`src/rtl/serial_divider_if.sv`:
```
// Operation encoding and the issue/writeback interface of the serial divider.
// The package holds the functional-unit operation encoding shared by the issue
// stage and the divider. The interface bundles the request and result handshakes.
// The master modport is the issue/writeback side and the slave modport is the divider.

package serial_divider_pkg;

  typedef enum logic [3:0] {
    ADD,
    MUL,
    MULH,
    DIV,
    DIVU,
    REM,
    REMU,
    DIVW,
    DIVUW,
    REMW,
    REMUW
  } fu_op;

endpackage

interface serial_divider_if
  import serial_divider_pkg::*;
#(
  parameter int WIDTH         = 64,
  parameter int TRANS_ID_BITS = 3
);

  logic                     flush_i;
  logic [TRANS_ID_BITS-1:0] trans_id_i;
  logic                     div_valid_i;
  fu_op                     operator_i;
  logic [WIDTH-1:0]         operand_a_i;
  logic [WIDTH-1:0]         operand_b_i;
  logic                     div_ready_o;
  logic                     div_valid_o;
  logic                     out_ready_i;
  logic [WIDTH-1:0]         result_o;
  logic [TRANS_ID_BITS-1:0] div_trans_id_o;

  modport master (
    output flush_i, trans_id_i, div_valid_i, operator_i, operand_a_i, operand_b_i,
           out_ready_i,
    input  div_ready_o, div_valid_o, result_o, div_trans_id_o
  );

  modport slave (
    input  flush_i, trans_id_i, div_valid_i, operator_i, operand_a_i, operand_b_i,
           out_ready_i,
    output div_ready_o, div_valid_o, result_o, div_trans_id_o
  );

endinterface

```
`src/rtl/serial_divider.sv`:
```
// Iterative radix-2 restoring divider for the RV64M divide group.
// The divider has one operation in flight and produces one quotient bit per cycle.
// Signed operations divide the operand magnitudes and apply the sign fix at the end.
// The optional macro SERIAL_DIVIDER_LZC_SKIP_EN adds a leading-zero skip.
// With the skip, the leading zero bits of |dividend| are not iterated over.

module serial_divider
  import serial_divider_pkg::*;
#(
  parameter int WIDTH         = 64,
  parameter int TRANS_ID_BITS = 3
) (
  input  logic              clk_i,
  input  logic              rst_ni,
  serial_divider_if.slave   bus
);

  localparam int CNT_BITS = $clog2(WIDTH);
  localparam int W_BITS   = 32;

  typedef enum logic [1:0] {IDLE, DIVIDE, FINISH} state_e;

  state_e                   state_q;
  logic [CNT_BITS-1:0]      cnt_q;
  logic [WIDTH-1:0]         rem_q;
  logic [WIDTH-1:0]         quo_q;
  logic [WIDTH-1:0]         divisor_q;
  logic                     quo_op_q;
  logic                     w_op_q;
  logic                     quo_neg_q;
  logic                     rem_neg_q;
  logic                     div_zero_q;
  logic [TRANS_ID_BITS-1:0] trans_q;
  logic [WIDTH-1:0]         result_q;
  logic [TRANS_ID_BITS-1:0] trans_out_q;
  logic                     valid_q;
  logic                     ready_q;

  logic                     is_div_op;
  logic                     signed_op;
  logic                     w_op;
  logic                     quo_op;
  logic [WIDTH-1:0]         a_ext;
  logic [WIDTH-1:0]         b_ext;
  logic                     a_neg;
  logic                     b_neg;
  logic [WIDTH-1:0]         mag_a;
  logic [WIDTH-1:0]         mag_b;
  logic [CNT_BITS-1:0]      start_cnt;
  logic [WIDTH-1:0]         start_quo;

  logic [WIDTH:0]           rem_shift;
  logic                     rem_ge;
  logic [WIDTH-1:0]         rem_next;
  logic [WIDTH-1:0]         quo_next;
  logic [WIDTH-1:0]         quo_fix;
  logic [WIDTH-1:0]         rem_fix;
  logic [WIDTH-1:0]         res_sel;
  logic [WIDTH-1:0]         res_final;

  // Decode the operation into signedness, word size and quotient/remainder select.
  always_comb begin
    // NOTE: every signal gets a default before the case, so no path leaves it unassigned and no latch is inferred.
    is_div_op = 1'b1;
    signed_op = 1'b0;
    w_op      = 1'b0;
    quo_op    = 1'b0;
    case (bus.operator_i)
      DIV:     begin signed_op = 1'b1; quo_op = 1'b1; end
      DIVU:    quo_op = 1'b1;
      REM:     signed_op = 1'b1;
      REMU:    ;
      DIVW:    begin signed_op = 1'b1; quo_op = 1'b1; w_op = 1'b1; end
      DIVUW:   begin quo_op = 1'b1; w_op = 1'b1; end
      REMW:    begin signed_op = 1'b1; w_op = 1'b1; end
      REMUW:   w_op = 1'b1;
      default: is_div_op = 1'b0;
    endcase
  end

  // Extend W-op operands and form the magnitudes and sign flags.
  always_comb begin
    a_ext = bus.operand_a_i;
    b_ext = bus.operand_b_i;
    if (w_op) begin
      a_ext = {{(WIDTH-W_BITS){signed_op & bus.operand_a_i[W_BITS-1]}}, bus.operand_a_i[W_BITS-1:0]};
      b_ext = {{(WIDTH-W_BITS){signed_op & bus.operand_b_i[W_BITS-1]}}, bus.operand_b_i[W_BITS-1:0]};
    end
    a_neg = signed_op & a_ext[WIDTH-1];
    b_neg = signed_op & b_ext[WIDTH-1];
    // The negation of the most negative value gives 2^(WIDTH-1) read as unsigned.
    mag_a = a_neg ? -a_ext : a_ext;
    mag_b = b_neg ? -b_ext : b_ext;
  end

`ifdef SERIAL_DIVIDER_LZC_SKIP_EN
  logic [CNT_BITS:0] lzc;

  // Count the leading zeros of |dividend|. The highest set bit wins.
  always_comb begin
    lzc = (CNT_BITS+1)'(WIDTH);
    for (int i = 0; i < WIDTH; i++) begin
      if (mag_a[i]) lzc = (CNT_BITS+1)'(WIDTH - 1 - i);
    end
  end

  // Skip the leading zero dividend bits. The skip is not applied to a zero divisor.
  // A zero divisor runs every step so that the quotient comes out all ones.
  always_comb begin
    start_cnt = CNT_BITS'(WIDTH - 1);
    start_quo = mag_a;
    if (mag_b != '0) begin
      if (lzc == (CNT_BITS+1)'(WIDTH)) begin
        start_cnt = '0;
      end else begin
        start_cnt = CNT_BITS'(WIDTH - 1) - lzc[CNT_BITS-1:0];
        start_quo = mag_a << lzc;
      end
    end
  end
`else
  // Fixed schedule: every operation iterates over all WIDTH dividend bits.
  always_comb begin
    start_cnt = CNT_BITS'(WIDTH - 1);
    start_quo = mag_a;
  end
`endif

  // Do one restoring step: shift {rem,quo} left and subtract the divisor if it fits.
  always_comb begin
    rem_shift = {rem_q, quo_q[WIDTH-1]};
    rem_ge    = rem_shift >= {1'b0, divisor_q};
    rem_next  = rem_ge ? WIDTH'(rem_shift - {1'b0, divisor_q}) : rem_shift[WIDTH-1:0];
    quo_next  = {quo_q[WIDTH-2:0], rem_ge};
  end

  // Apply the sign fix and the W-op sign extension to the final quotient or remainder.
  always_comb begin
    quo_fix   = (quo_neg_q && !div_zero_q) ? -quo_q : quo_q;
    rem_fix   = rem_neg_q ? -rem_q : rem_q;
    res_sel   = quo_op_q ? quo_fix : rem_fix;
    res_final = w_op_q ? {{(WIDTH-W_BITS){res_sel[W_BITS-1]}}, res_sel[W_BITS-1:0]} : res_sel;
  end

  // Run the control FSM and the datapath registers. Flush takes priority over all other actions.
  always_ff @(posedge clk_i or negedge rst_ni) begin
    // NOTE: the datapath registers are reset with the control state, so no X can reach result_o.
    if (!rst_ni) begin
      state_q     <= IDLE;
      cnt_q       <= '0;
      rem_q       <= '0;
      quo_q       <= '0;
      divisor_q   <= '0;
      quo_op_q    <= 1'b0;
      w_op_q      <= 1'b0;
      quo_neg_q   <= 1'b0;
      rem_neg_q   <= 1'b0;
      div_zero_q  <= 1'b0;
      trans_q     <= '0;
      result_q    <= '0;
      trans_out_q <= '0;
      valid_q     <= 1'b0;
      ready_q     <= 1'b1;
    end else if (bus.flush_i) begin
      // NOTE: non-blocking assignments, so every register in this block samples pre-edge values.
      state_q <= IDLE;
      valid_q <= 1'b0;
      ready_q <= 1'b1;
    end else begin
      case (state_q)
        IDLE: begin
          if (bus.div_valid_i && is_div_op) begin
            quo_op_q   <= quo_op;
            w_op_q     <= w_op;
            quo_neg_q  <= a_neg ^ b_neg;
            rem_neg_q  <= a_neg;
            div_zero_q <= (mag_b == '0);
            trans_q    <= bus.trans_id_i;
            divisor_q  <= mag_b;
            rem_q      <= '0;
            quo_q      <= start_quo;
            cnt_q      <= start_cnt;
            ready_q    <= 1'b0;
            state_q    <= DIVIDE;
          end
        end
        DIVIDE: begin
          rem_q <= rem_next;
          quo_q <= quo_next;
          cnt_q <= cnt_q - 1'b1;
          if (cnt_q == '0) state_q <= FINISH;
        end
        FINISH: begin
          // The first FINISH cycle registers the result. The result then holds until writeback takes it.
          if (!valid_q) begin
            result_q    <= res_final;
            trans_out_q <= trans_q;
            valid_q     <= 1'b1;
          end else if (bus.out_ready_i) begin
            valid_q <= 1'b0;
            ready_q <= 1'b1;
            state_q <= IDLE;
          end
        end
        default: begin
          state_q <= IDLE;
          valid_q <= 1'b0;
          ready_q <= 1'b1;
        end
      endcase
    end
  end

  assign bus.div_ready_o    = ready_q;
  assign bus.div_valid_o    = valid_q;
  assign bus.result_o       = result_q;
  assign bus.div_trans_id_o = trans_out_q;

endmodule

```
`src/flat_wrapper.sv`:
```
// flat-port wrapper written by rule: the top's interface ports become plain ports
module serial_divider_flat import serial_divider_pkg::*;
#(
  parameter int WIDTH         = 64,
  parameter int TRANS_ID_BITS = 3
)
  (clk_i, rst_ni, bus_flush_i, bus_trans_id_i, bus_div_valid_i, bus_operator_i, bus_operand_a_i, bus_operand_b_i, bus_out_ready_i, bus_div_ready_o, bus_div_valid_o, bus_result_o, bus_div_trans_id_o);
  serial_divider_if #(.WIDTH(WIDTH), .TRANS_ID_BITS(TRANS_ID_BITS)) bus_i ();
  input  logic clk_i;
  input  logic rst_ni;
  input wire logic [$bits(bus_i.flush_i)-1:0] bus_flush_i;
  input wire logic [$bits(bus_i.trans_id_i)-1:0] bus_trans_id_i;
  input wire logic [$bits(bus_i.div_valid_i)-1:0] bus_div_valid_i;
  input wire logic [$bits(bus_i.operator_i)-1:0] bus_operator_i;
  input wire logic [$bits(bus_i.operand_a_i)-1:0] bus_operand_a_i;
  input wire logic [$bits(bus_i.operand_b_i)-1:0] bus_operand_b_i;
  input wire logic [$bits(bus_i.out_ready_i)-1:0] bus_out_ready_i;
  output wire logic [$bits(bus_i.div_ready_o)-1:0] bus_div_ready_o;
  output wire logic [$bits(bus_i.div_valid_o)-1:0] bus_div_valid_o;
  output wire logic [$bits(bus_i.result_o)-1:0] bus_result_o;
  output wire logic [$bits(bus_i.div_trans_id_o)-1:0] bus_div_trans_id_o;
  assign bus_i.flush_i = bus_flush_i;
  assign bus_i.trans_id_i = bus_trans_id_i;
  assign bus_i.div_valid_i = bus_div_valid_i;
  assign bus_i.operator_i = bus_operator_i;
  assign bus_i.operand_a_i = bus_operand_a_i;
  assign bus_i.operand_b_i = bus_operand_b_i;
  assign bus_i.out_ready_i = bus_out_ready_i;
  assign bus_div_ready_o = bus_i.div_ready_o;
  assign bus_div_valid_o = bus_i.div_valid_o;
  assign bus_result_o = bus_i.result_o;
  assign bus_div_trans_id_o = bus_i.div_trans_id_o;
  serial_divider #(.WIDTH(WIDTH), .TRANS_ID_BITS(TRANS_ID_BITS)) u_core (.clk_i(clk_i), .rst_ni(rst_ni), .bus(bus_i));
endmodule
```
`config.mk`:
```
export PLATFORM = sky130hd
export DESIGN_NAME = serial_divider_flat
export DESIGN_NICKNAME = d
export VERILOG_FILES = /design/src/rtl/serial_divider_if.sv /design/src/rtl/serial_divider.sv /design/src/flat_wrapper.sv
export SDC_FILE = /design/constraint.sdc
export NUM_CORES = 1
export LEC_CHECK = 0
export BUFFER_PORTS_ARGS = -buffer_cell sky130_fd_sc_hd__buf_2
export CAP_MARGIN = 25
export CORE_AREA = 2 2 244 246
export DETAILED_ROUTE_END_ITERATION = 16
export DIE_AREA = 0 0 246 248
export HOLD_SLACK_MARGIN = 0.08
export SLEW_MARGIN = 20
export SYNTH_ARGS = -nofsm -noshare
export SYNTH_HDL_FRONTEND = slang
export SYNTH_SLANG_ARGS = --single-unit
export TNS_END_PERCENT = 30
```
`constraint.sdc`:
```
create_clock -name clk_i -period 4.2 [get_ports clk_i]
set_clock_uncertainty 0.2 [all_clocks]
set_input_delay 0.42 -clock clk_i [delete_from_list [all_inputs] [get_ports clk_i]]
set_output_delay 0.42 -clock clk_i [all_outputs]
set_load 0.01 [all_outputs]
```
After elaboration in Yosys (flattened, before gate mapping)
Cells that the tools add are included.

storage, ports and cells
  word-level logic and storage cells = 97
  flip-flop bits (word level) = 277

operators by class
  muxes and demuxes = 34
  bitwise operators = 7
  $lt $le $gt $ge = 1
  reductions and logical operators = 17
  equal/unequal tests = 17
  add/sub/neg operators = 6

operator list
  cell                                                                    count
  64-bit 2-to-1 mux                                                       11
  64-bit negator                                                          4
  64-bit one-hot mux with 2 select lines                                  2
  65-bit by 64-bit >= comparator with 1-bit output                        1
  64-bit zero test                                                        1
  64-bit subtractor                                                       1
  4-bit by 3-bit equality test with 1-bit output (second input constant)  4
  4-bit equality test (second input constant)                             3
  6-bit one-hot mux with 2 select lines                                   1
  4-bit OR reduction                                                      3
  1-bit 2-to-1 mux                                                        11
  2-bit 2-to-1 mux                                                        5
  3-bit by 2-bit != test with 1-bit output (second input constant)        3
  3-bit AND reduction                                                     3
  4-bit AND reduction                                                     2
  8-bit OR reduction                                                      1
  6-bit zero test                                                         1
  6-bit 2-to-1 mux                                                        1
  2-bit one-hot mux with 3 select lines                                   1
  6-bit by 1-bit subtractor with 6-bit output (second input constant)     1
  1-bit bitwise AND                                                       4
  4-bit by 2-bit equality test with 1-bit output (second input constant)  1
  2-bit by 1-bit != test with 1-bit output (second input constant)        2
  3-bit != test (second input constant)                                   1
  other kinds (12)                                                        14

Longest topological paths before layout
  word-level depth = 9
  depth in mapped cells = 16
  gate-level depth less buffers = 15

Least setup slack after synthesis
No wires, ideal clock.

  path type = reg2reg
  from = register u_core.rem_q[5]
  to = register u_core.rem_q[46]
  clock period less this slack = 4.045 ns
  slack = 0.155 ns
  data required time = 3.867 ns
  arrival time = 3.711 ns
  cell stages (with the launch flop) = 16
  library setup time = 0.133 ns
  cell sequence = dfrtp_1 ha_1 clkbuf_1 a21o_1 a21o_1 o31a_1 a221o_1 a31oi_1 o41ai_1 a31oi_1 nor4_1 o31ai_1 buf_2 buf_4 mux2i_1 o21ai_0

on the way
  word-level cells in the longest chain between the ends = 3
  elaborated cells between the ends (all ways) = 4
  those cells by class = 1 x add/sub; 1 x order compare; 2 x mux

ends and longest elaborated chain
  what                                                                                   line                                          source
  start: declaration                                                                     serial_divider.sv:25                          logic [WIDTH-1:0] rem_q;
  start signal: assignment                                                               serial_divider.sv:188                         rem_q <= rem_next;
  64-bit subtractor or 65-bit by 64-bit >= comparator with 1-bit output (tied branches)  serial_divider.sv:133, serial_divider.sv:132
  64-bit 2-to-1 mux *                                                                    serial_divider.sv:133                         rem_next = rem_ge ? WIDTH'(rem_shift - {1'b0, divisor_q}) : rem_shift[WIDTH-1:0];
  64-bit one-hot mux with 2 select lines *                                               serial_divider.sv:170                         case (state_q)

Every way passes the cells marked *; elsewhere a longest branch is shown, timed or not.
A chain may end at the register's enable or synchronous reset.

Worst setup path in the final report
  from = register u_core.quo_q[1]
  to = register u_core.result_q[58], in the netlist u_core.bus.result_o[58]

on the way
  word-level cells in the longest chain between the ends = 4

ends and longest elaborated chain
  what                      line                   source
  start: declaration        serial_divider.sv:26   logic [WIDTH-1:0] quo_q;
  start signal: assignment  serial_divider.sv:181  quo_q <= start_quo;
  start signal: assignment  serial_divider.sv:189  quo_q <= quo_next;
  64-bit negator            serial_divider.sv:139  quo_fix = (quo_neg_q && !div_zero_q) ? -quo_q : quo_q;
  64-bit 2-to-1 mux         serial_divider.sv:139
  64-bit 2-to-1 mux         serial_divider.sv:141  res_sel = quo_op_q ? quo_fix : rem_fix;
  64-bit 2-to-1 mux         serial_divider.sv:142  res_final = w_op_q ? {{(WIDTH-W_BITS){res_sel[W_BITS-1]}}, res_sel[W_BITS-1:0]} : res_sel;
  end signal: assignment    serial_divider.sv:196  result_q <= res_final;
  end: declaration          serial_divider.sv:34   logic [WIDTH-1:0] result_q;

No other way between the ends.

==> reports/metrics.cfg <==
[drt]
top_layer = met5
first_pass_iters = 6
route.met2.wl_um = 40800
wl_met1_um = 40700
drt-initial-drc-count = 2201
via_per_inst = 5.84
met3_length_um = 5210
drc_errors = 0
antenna_left = 0
dr_total_vias = 24300
wl_per_cell_um = 21.5
finalWirelength_um = 89200

[finish]
multi_input_area_um2 = 15400
num-fill-cells = 5819
fin_nets = 3563
fin_util_pct = 48.3
areaGrowthSynthToFinish_pct = 22.0
regArea_um2 = 6940
drive_gt1_share_pct = 18.2

[power]
power_per_cell_area_nw_per_um2 = 701
vdd_drop_max_mv = 0.359
leakage_nw = 12.5

[worst_setup_path]
r2r_cells = 12
worstPathMaxFanout = 5
cp-end-kind = flip-flop
critPathLaunch = u_core.quo_q[1]
r2r-start = u_core.quo_q[1]
path_class = reg2reg
cp-start-kind = flip-flop
required_ns = 4.40
arrival_ns = 4.33

[timing]
hold_viol = 0
slew_headroom_pct = 34.7
rsz0062_at_grt = true
timing.final.crit_share_pct = 98.3
worst_slew_pin_slew_ns = 0.979
maxClockFrequency_mhz = 242
min_period_ns = 4.13
slew_violations = 0
hold-worst-slack_ns = 0.110
setup_violations = 0

[synthesis]
synth-seq-cells = 277
yosysWarnings = 0
synth_area_um2 = 23100
async_flop_share_pct = 100
synth_edf_count = 0
ys_seq_area_share_pct = 30.0
yosys.cell_types.count = 90
synth_cells = 3046
synthFlopType = dfrtp_1
avgSynthCellArea_um2 = 7.59
syn-num-nets = 3257

[global_routing]
grt_pass1_wl_um = 137000
grt_pass1_vias = 23300
antenna_found_initial = 4
grtUsageTotal_pct = 28.7
grt_remaining_overflow = 0
grt_start_max_net_pins = 98

[placement]
globalplace.congestion = 0.993
place_hpwl_um = 69700
io_buffers = 208

[clock_network]
cts_buffers = 36
cts_tree = yes
clock_sinks = 277
cts_max_level = 2
clock_latency_ns = 0.58
clk_pin_slew_ns = 0.06
cts-root-buf = clkbuf_16
cts_max_path_buffers = 3

[floorplan]
dieArea_um2 = 61000
core_region_area_um2 = 58500
start_util_pct = 39.6
io_pins = 209
rows = 89
die_x_um = 246
die_y_um = 248

[min_path]
min_from = bus_operand_a_i[21]
hold_depth = 5
min-delay-path-class = in2reg

[outcome]
status = completed

[run]
maxCapViolations = 0

sequential cells by signal (all words and copies together), names as in the netlist:
name	cells
u_core.bus.result_o	64
u_core.divisor_q	64
u_core.quo_q	64
u_core.rem_q	64
u_core.cnt_q	6
u_core.bus.div_trans_id_o	3
u_core.trans_q	3
u_core.state_q	2
u_core.bus.div_ready_o	1
u_core.bus.div_valid_o	1
u_core.div_zero_q	1
u_core.quo_neg_q	1
u_core.quo_op_q	1
u_core.rem_neg_q	1
u_core.w_op_q	1
cell usage in the layout (no fill, tap or decap), types with 21 or more instances in the layout:
master,synthesis,layout
buf_2,7,207
nand2_1,415,414
clkbuf_16,0,37
or3_1,52,49
a21o_1,35,35
o21ai_0,390,382
nor2_1,246,241
buf_4,4,226
xor2_1,134,133
ha_1,70,68
nor4_1,42,40
mux2i_1,61,59
and3_1,21,21
o41ai_1,26,23
nand3_1,48,44
nand4_1,28,28
xnor2_1,137,136
nor3_1,72,68
dfrtp_1,276,275
inv_1,104,102
nand2b_1,25,24
a211oi_1,31,28
a31oi_1,28,27
a21oi_1,238,237
or4_1,42,38
o31ai_1,69,64
synth_stat cells (10+ instances only):
master    instances  share of area [%]
a211oi_1         31                1.0
a21o_1           35                1.1
a21oi_1         238                5.1
a221oi_1         13               0.49
a31oi_1          28               0.76
a32oi_1          13               0.49
and3_1           21               0.57
buf_1            15               0.24
clkbuf_1        170                2.8
dfrtp_1         276                 30
ha_1             70                3.8
inv_1           104                1.7
mux2_2           11               0.54
mux2i_1          61                2.6
nand2_1         415                6.7
nand2b_1         25               0.68
nand3_1          48                1.0
nand4_1          28               0.76
nor2_1          246                4.0
nor2b_1          13               0.35
nor3_1           72                1.6
nor4_1           42                1.1
o211ai_1         11               0.36
o21ai_0         390                8.4
o21ai_1          10               0.22
o21bai_1         14               0.45
o22ai_1          15               0.41
o31ai_1          69                2.2
o41ai_1          26               0.98
or2_2            10               0.27
or3_1            52                1.4
or4_1            42                1.4
xnor2_1         137                5.2
xor2_1          134                5.1
layout make-up:
cell class	instances	share of cell area [%]
Timing Repair Buffer	467	11.4
Inverter	105	1.40
Antenna cell	1	0.00887
Clock buffer	48	3.64
Tap cell	773	3.43
Sequential cell	277	24.6
Multi-Input combinational cell	2465	54.5
Clock inverter	18	0.971
layer usage:
| metal | vias up | track usage [%] |
|---|---|---|
| met5 | - | 0 |
| met4 | 4 | 7.45 |
| met3 | 130 | 3.91 |
| met2 | 859 | 46.3 |
| met1 | 11700 | 40.3 |
| li1 | 11600 | - |
report_power, final:
part	total (mW)	internal [mW]	switching (mW)
combinational	11.6	4.89	6.74
clock	3.40	2.05	1.34
sequential	4.75	3.51	1.24
metrics by stage:
step	cells	total power, mW	worst slack, ns	area (um^2)	setup TNS [ns]
after global routing	4154	21.2	-0.0254	28200	-0.0940
final	4154	19.8	0.0709	28200	0
after CTS	4140	19.3	0.000815	27800	0
after global placement	4057	15.7	-0.124	26300	-0.140
after detailed placement	4057	15.8	-0.0986	26300	-0.213
after floorplan	3046	11.6	0.155	23100	0
worst paths after layout:
check	endpoint	slack (ns)
worst max-delay path	u_core.bus.result_o[58]	0.07
worst min-delay path	u_core.quo_q[21]	0.11
worst max register to register	u_core.bus.result_o[58]	0.07
worst min register to register	u_core.bus.result_o[4]	0.27
max in group asynchronous	u_core.quo_q[41]	2.55
min in group asynchronous	u_core.quo_q[16]	0.17
kinds of logic (layout without fill, tap and decap cells):
| family | after synthesis | in the layout | share of synthesized area [%] |
|---|---|---|---|
| AND/OR/NAND/NOR | 1073 | 1073 | 22.1 |
| adder cells (fa/ha/maj) | 71 | 71 | 3.87 |
| buffers and inverters | 304 | 638 | 5.13 |
| multiplexers | 72 | 72 | 3.18 |
| other | 0 | 1 | 0 |
| XOR/XNOR | 271 | 271 | 10.3 |
| flip-flops | 277 | 277 | 30.0 |
| AO/OA/AOI/OAI | 978 | 978 | 25.4 |
what timing repair did:
item	in CTS	in global routing
setup endpoints to repair	15	89
hold buffers	17	0
gates resized for setup	4	63
endpoints found under the hold margin	72	0
pin swaps	0	21
buffers inserted	0	12
cloned	0	1
worst max-delay path, stage by stage (launching register included):
cell	delay (ns)
dfrtp_1	0.39
inv_2	0.08
ha_4	0.14
or4b_4	0.49
or3_4	0.39
nand4b_4	0.19
nand4b_1	0.28
or4_4	0.54
or3_4	0.45
o21ai_0	0.23
xnor2_1	0.12
o21ai_0	0.33
o21ai_0	0.14
Power figures use the tool's default switching activity.
